--- src/rtl/motor_ramp_if.sv ---
// Request/command bundle between the motor register bank, the ramp sequencer and pwm_dir.
// The master side issues requests and reads back the ramped commands; the slave is motor_ramp.
interface motor_ramp_if;
  logic       en_in;
  logic       float_in;
  logic       dir_in;
  logic [6:0] duty_in;
  logic       en_out;
  logic       float_out;
  logic       dir_out;
  logic [6:0] duty_out;
  logic       at_target;
  logic       busy;

  modport master (
    output en_in, float_in, dir_in, duty_in,
    input  en_out, float_out, dir_out, duty_out, at_target, busy
  );

  modport slave (
    input  en_in, float_in, dir_in, duty_in,
    output en_out, float_out, dir_out, duty_out, at_target, busy
  );
endinterface

--- src/rtl/motor_ramp.sv ---
// Duty slew limiter and safe-reversal sequencer feeding one pwm_dir instance.
//   state | meaning
//   TRACK | step duty toward target once per tick, same direction
//   BRAKE | direction change pending, ramping duty down to zero
//   DEAD  | duty at zero, counting dead-time ticks before flipping direction
module motor_ramp #(
  parameter int CLK_FREQUENCY  = 60_000_000,
  parameter int STEP_FREQUENCY = 1_000,
  parameter int MAX_DUTY       = 100,
  parameter int DEADTIME_STEPS = 4
) (
  input  logic         clk,
  input  logic         reset_n,
  motor_ramp_if.slave  bus
);

  localparam int DIV = CLK_FREQUENCY / STEP_FREQUENCY;
  localparam int PW  = (DIV > 1) ? $clog2(DIV) : 1;
  localparam int DW  = $clog2(DEADTIME_STEPS + 1);
  localparam logic [6:0]    MAXD   = 7'(MAX_DUTY);
  localparam logic [PW-1:0] PS_TOP = PW'(DIV - 1);
  localparam logic [DW-1:0] DEAD_N = DW'(DEADTIME_STEPS);

  typedef enum logic [1:0] {TRACK, BRAKE, DEAD} state_t;

  state_t        state;
  logic [PW-1:0] prescaler;
  logic [DW-1:0] dead_cnt;
  logic [6:0]    duty_q;
  logic          dir_q;
  logic          en_q;
  logic          float_q;

  logic       tick;
  logic       override;
  logic [6:0] tgt;
  logic [6:0] tgt_eff;

  assign tick     = (prescaler == PS_TOP);
  assign override = ~bus.en_in | bus.float_in;
  assign tgt      = (bus.duty_in > MAXD) ? MAXD : bus.duty_in;
  assign tgt_eff  = override ? 7'd0 : tgt;

  always_ff @(posedge clk) begin
    if (!reset_n) begin
      prescaler <= '0;
    end else if (tick) begin
      prescaler <= '0;
    end else begin
      prescaler <= prescaler + 1'b1;
    end
  end

  always_ff @(posedge clk) begin
    if (!reset_n) begin
      state    <= TRACK;
      dead_cnt <= '0;
      duty_q   <= '0;
      dir_q    <= 1'b0;
      en_q     <= 1'b0;
      float_q  <= 1'b0;
    end else begin
      en_q    <= bus.en_in;
      float_q <= bus.float_in;
      // Override wins over any state and over a coincident tick.
      if (override) begin
        duty_q   <= '0;
        dir_q    <= bus.dir_in;
        state    <= TRACK;
        dead_cnt <= '0;
      end else begin
        case (state)
          TRACK: begin
            if (bus.dir_in == dir_q) begin
              if (tick) begin
                if (duty_q < tgt) begin
                  duty_q <= duty_q + 1'b1;
                end else if (duty_q > tgt) begin
                  duty_q <= duty_q - 1'b1;
                end
              end
            end else if (duty_q != '0) begin
              state <= BRAKE;
            end else begin
              state    <= DEAD;
              dead_cnt <= DEAD_N;
            end
          end
          BRAKE: begin
            if (bus.dir_in == dir_q) begin
              state <= TRACK;
            end else if (tick && (duty_q != '0)) begin
              duty_q <= duty_q - 1'b1;
              if (duty_q == 7'd1) begin
                state    <= DEAD;
                dead_cnt <= DEAD_N;
              end
            end
          end
          DEAD: begin
            if (bus.dir_in == dir_q) begin
              state    <= TRACK;
              dead_cnt <= '0;
            end else if (tick) begin
              if (dead_cnt <= DW'(1)) begin
                dir_q    <= bus.dir_in;
                state    <= TRACK;
                dead_cnt <= '0;
              end else begin
                dead_cnt <= dead_cnt - 1'b1;
              end
            end
          end
          default: begin
            state    <= TRACK;
            dead_cnt <= '0;
            duty_q   <= '0;
          end
        endcase
      end
    end
  end

  assign bus.en_out    = en_q;
  assign bus.float_out = float_q;
  assign bus.dir_out   = dir_q;
  assign bus.duty_out  = duty_q;
  assign bus.at_target = (state == TRACK) && (duty_q == tgt_eff) && (dir_q == bus.dir_in);
  assign bus.busy      = ~bus.at_target;

endmodule

--- src/flat_wrapper.sv ---
// flat-port wrapper written by rule: the top's interface ports become plain ports
module motor_ramp_flat 
#(
  parameter int CLK_FREQUENCY  = 60_000_000,
  parameter int STEP_FREQUENCY = 1_000,
  parameter int MAX_DUTY       = 100,
  parameter int DEADTIME_STEPS = 4
)
  (clk, reset_n, bus_en_in, bus_float_in, bus_dir_in, bus_duty_in, bus_en_out, bus_float_out, bus_dir_out, bus_duty_out, bus_at_target, bus_busy);
  motor_ramp_if bus_i ();
  input  logic clk;
  input  logic reset_n;
  input wire logic [$bits(bus_i.en_in)-1:0] bus_en_in;
  input wire logic [$bits(bus_i.float_in)-1:0] bus_float_in;
  input wire logic [$bits(bus_i.dir_in)-1:0] bus_dir_in;
  input wire logic [$bits(bus_i.duty_in)-1:0] bus_duty_in;
  output wire logic [$bits(bus_i.en_out)-1:0] bus_en_out;
  output wire logic [$bits(bus_i.float_out)-1:0] bus_float_out;
  output wire logic [$bits(bus_i.dir_out)-1:0] bus_dir_out;
  output wire logic [$bits(bus_i.duty_out)-1:0] bus_duty_out;
  output wire logic [$bits(bus_i.at_target)-1:0] bus_at_target;
  output wire logic [$bits(bus_i.busy)-1:0] bus_busy;
  assign bus_i.en_in = bus_en_in;
  assign bus_i.float_in = bus_float_in;
  assign bus_i.dir_in = bus_dir_in;
  assign bus_i.duty_in = bus_duty_in;
  assign bus_en_out = bus_i.en_out;
  assign bus_float_out = bus_i.float_out;
  assign bus_dir_out = bus_i.dir_out;
  assign bus_duty_out = bus_i.duty_out;
  assign bus_at_target = bus_i.at_target;
  assign bus_busy = bus_i.busy;
  motor_ramp #(.CLK_FREQUENCY(CLK_FREQUENCY), .STEP_FREQUENCY(STEP_FREQUENCY), .MAX_DUTY(MAX_DUTY), .DEADTIME_STEPS(DEADTIME_STEPS)) u_core (.clk(clk), .reset_n(reset_n), .bus(bus_i));
endmodule
--- config.mk ---
export PLATFORM = sky130hd
export DESIGN_NAME = motor_ramp_flat
export DESIGN_NICKNAME = d
export VERILOG_FILES = /design/src/rtl/motor_ramp_if.sv /design/src/rtl/motor_ramp.sv /design/src/flat_wrapper.sv
export SDC_FILE = /design/constraint.sdc
export NUM_CORES = 1
export LEC_CHECK = 0
export BUFFER_PORTS_ARGS = -buffer_cell sky130_fd_sc_hd__buf_2
export CORE_UTILIZATION = 46
export CTS_CLUSTER_SIZE = 30
export DETAILED_ROUTE_END_ITERATION = 8
export PLACE_DENSITY = 0.65
export SKIP_CTS_REPAIR_TIMING = 1
export SLEW_MARGIN = 20
export SYNTH_ARGS = -nofsm -noshare
export SYNTH_HDL_FRONTEND = slang
export SYNTH_SLANG_ARGS = --single-unit
--- constraint.sdc ---
create_clock -name clk -period 7.7 [get_ports clk]
set_input_delay 1.54 -clock clk [delete_from_list [all_inputs] [get_ports clk]]
set_output_delay 1.54 -clock clk [all_outputs]
set_load 0.02 [all_outputs]
==> impl_metrics.env <==
export IMPL_final_cell_area_sq_mm=0.00239
export IMPL_cts_buffer_depth=2
export IMPL_start_kind="input port"
export IMPL_vias_per_cell=5.86
export IMPL_maxSlewViolCount=0
export IMPL_ant_nets=0
export IMPL_crit_chain="buf_2, nand2_1, a21o_1, a2111oi_0, a32o_1, nand2_1, a211o_1, buf_2"
export IMPL_fin_tns_setup_ps=0
export IMPL_slew_headroom_pct=44.5
export IMPL_placed_area_sq_mm=0.00228
export IMPL_synth_top_cell_area_share_pct=28.8
export IMPL_dpl_hpwl_um=3650
export IMPL_clk_pin_slew_ps=70
export IMPL_worst_pin_slew_ps=831
export IMPL_period_share_pct=61.4
export IMPL_period_needed_ps=4730
export IMPL_rows=24
export IMPL_p_int_w=0.000275
export IMPL_clock_fmax_mhz=212
export IMPL_drt_pass1_iterations=4
export IMPL_grt_usage_pct=21.9
export IMPL_synthFlopType="dfxtp_1"
export IMPL_initial_utilization_pct=48.8
export IMPL_maxCapViolations=0
export IMPL_drive_gt1_share_pct=13.8
export IMPL_synth_top_cell_by_area="dfxtp_1"
export IMPL_hold_path_class="flop to flop"
export IMPL_cp_end_kind="output port"
export IMPL_synth_seq_cells=31
export IMPL_cts_sinks=31
export IMPL_drc=0
export IMPL_insertion_delay_ps=290
export IMPL_root_buffer="clkbuf_8"
export IMPL_path_delay_family="compound AO/OA/AOI/OAI gates"
export IMPL_antenna_found_initial=0
export IMPL_avgSynthCellArea_sq_um=7.98
export IMPL_slowest_stage="a2111oi_0"
export IMPL_ys_types=54
export IMPL_io_pins=24
export IMPL_cts_buffers=5
export IMPL_cts_tree="built"
export IMPL_die_y_um=70.4
export IMPL_cp_arrival_ps=3190
export IMPL_synth_area_leaders="dfxtp_1, ha_1, xor2_1, nor2_1, nand2_1"
export IMPL_p_per_area_mw_per_mm2=154
export IMPL_grt_ovfl_total=0
export IMPL_critPathKind="input port to output port"
export IMPL_power_w=0.000370
export IMPL_p_comb_share_pct=10.9
export IMPL_htreeDepth=2
export IMPL_fin_util_pct=54.2
export IMPL_dieArea_sq_mm=0.00496
export IMPL_ys_seq_area_share_pct=28.8
export IMPL_cp_required_ps=6160
export IMPL_synthesis_area_sq_mm=0.00215
export IMPL_p_clk_share_pct=44.1
export IMPL_hold_slack_ps=468
export IMPL_antennaDiodeCount=0
export IMPL_coreArea_sq_mm=0.00441
export IMPL_outcome="finished, final reports clean"
export IMPL_fillCellCount=410
export IMPL_swShare_pct=25.6
export IMPL_synth_async_sr_flop_share_pct=0
export IMPL_io_buffers=23
export IMPL_setup_viol=0
export IMPL_path_buf_inv=2
export IMPL_syn_to_final_growth_pct=11.2
export IMPL_first_iter_violations=178
export IMPL_nNetsFinal=313
export IMPL_totalWireLength_um=5110
export IMPL_worstPathMaxFanout=5
export IMPL_gp_congestion=0.838
export IMPL_rsz0062_at_grt="no"
export IMPL_max_stage_delay_ps=550
export IMPL_switchingPower_w=0.0000945
export IMPL_final_seq_area_sq_um=621
export IMPL_grt_pass1_wl_um=8710
export IMPL_grt_max_degree=15
export IMPL_finalHoldViolCount=0
export IMPL_routedWlPerCell_um=15.0
export IMPL_fin_skew_ps=7.49
export IMPL_grt_pass1_vias=1908
export IMPL_peakVddDrop_mv=0.105
export IMPL_synth_edf_count=0
export IMPL_synthCells=270
export IMPL_vias=1999
export IMPL_ys_warn_count=0
export IMPL_syn_nets=295
export IMPL_seqPwrFrac_pct=45.0
export IMPL_fp_dieW_um=70.4
export IMPL_p_leak_nw=0.994
export IMPL_multi_input_area_sq_mm=0.00143
==> synth_stat cells, types with 2 or more instances <==
| cell | count |
|---|---|
| ha_1 | 13 |
| xor2_1 | 14 |
| o21ai_1 | 2 |
| a2111oi_0 | 2 |
| o211ai_1 | 4 |
| nand2_1 | 23 |
| dfxtp_1 | 31 |
| nor2b_1 | 4 |
| o311ai_0 | 2 |
| and3_1 | 6 |
| nand3_1 | 13 |
| a21oi_1 | 6 |
| and2_1 | 5 |
| a32o_1 | 3 |
| or3_1 | 4 |
| o21bai_1 | 4 |
| o21ai_0 | 6 |
| a211o_1 | 3 |
| and4_1 | 2 |
| mux2i_1 | 5 |
| nor3_1 | 12 |
| xnor2_1 | 7 |
| inv_1 | 13 |
| a221oi_1 | 2 |
| a211oi_1 | 2 |
| clkbuf_1 | 11 |
| nor4_1 | 5 |
| nand4_1 | 10 |
| a311oi_1 | 2 |
| a31oi_1 | 2 |
| or2_2 | 4 |
| nor2_1 | 26 |
==> final cells by class <==
type	instances	share of cell area [%]
clock buffer	5	2.88
clock inverter	3	1.83
inverter	14	2.20
multi-input combinational	213	59.6
sequential	31	25.9
tap	52	2.72
timing repair buffer	23	4.81
==> kinds of logic after synthesis <==
group	Yosys count	synth area share [%]
AND/OR/NAND/NOR	121	29.1
buffers and inverters	26	4.88
adder cells (fa/ha/maj)	13	7.55
multiplexers	5	2.32
AO/OA/AOI/OAI	53	18.8
XOR/XNOR	21	8.54
flip-flops	31	28.8
==> state kept, by name, summed over array words and instances, names as in the netlist <==
name                  flops
u_core.bus.dir_out        1
u_core.bus.duty_out       7
u_core.bus.en_out         1
u_core.bus.float_out      1
u_core.dead_cnt           3
u_core.prescaler         16
u_core.state              2
==> placed cells by master (no fill, tap or decap), types with 2 or more instances in the layout <==
cell type	synthesis	layout
dfxtp_1	31	31
nor2_1	26	26
nand2_1	23	23
buf_2	0	23
xor2_1	14	14
inv_1	13	13
nand3_1	13	13
ha_1	13	13
nor3_1	12	12
nand4_1	10	10
xnor2_1	7	7
o21ai_0	6	6
a21oi_1	6	6
and3_1	6	6
and2_1	5	5
mux2i_1	5	5
nor4_1	5	5
clkbuf_8	0	5
or2_2	4	4
o211ai_1	4	4
or3_1	4	4
nor2b_1	4	4
o21bai_1	4	4
a32o_1	3	3
a211o_1	3	3
o311ai_0	2	2
a2111oi_0	2	2
a211oi_1	2	2
and4_1	2	2
a31oi_1	2	2
a311oi_1	2	2
a221oi_1	2	2
o21ai_1	2	2
==> power by group through the flow <==
stage                     registers [W]  clock network, W  logic [W]
final                          0.000166          0.000163  0.0000404
after floorplan                0.000170                 0  0.0000277
after global routing           0.000166          0.000173  0.0000453
after CTS                      0.000166          0.000166  0.0000404
after global placement         0.000170                 0  0.0000401
after detailed placement       0.000170                 0  0.0000403
==> per-layer routing <==
| layer | up-vias | GRT usage [%] | share of wire, % |
|---|---|---|---|
| met2 | 53 | 35.4 | 47 |
| met1 | 916 | 28.6 | 47 |
| met3 | 5 | 3.61 | 4.9 |
| met5 | - | 0 | 0 |
| met4 | 0 | 9.33 | 1.1 |
| li1 | 1025 | - | - |
==> through the flow <==
stage	worst slack, ps	std cells
final	2970	341
after global routing	2860	341
after CTS	3010	341
after detailed placement	3010	333
after global placement	3060	333
after floorplan	3130	270
==> path summary, 6_finish.rpt <==
path                                       startpoint                                  end  depth (start not counted)  slack, ps
setup / recovery                       bus_duty_in[6]                             bus_busy                          8       2970
hold / removal         u_core.prescaler[0]$_SDFF_PP0_       u_core.prescaler[0]$_SDFF_PP0_                          1        470
setup reg to reg  u_core.bus.duty_out[1]$_SDFFE_PP0P_  u_core.bus.duty_out[4]$_SDFFE_PP0P_                          7       4900
hold reg to reg        u_core.prescaler[0]$_SDFF_PP0_       u_core.prescaler[0]$_SDFF_PP0_                          1        470
Note: power is estimated with default switching activity, not from simulation.
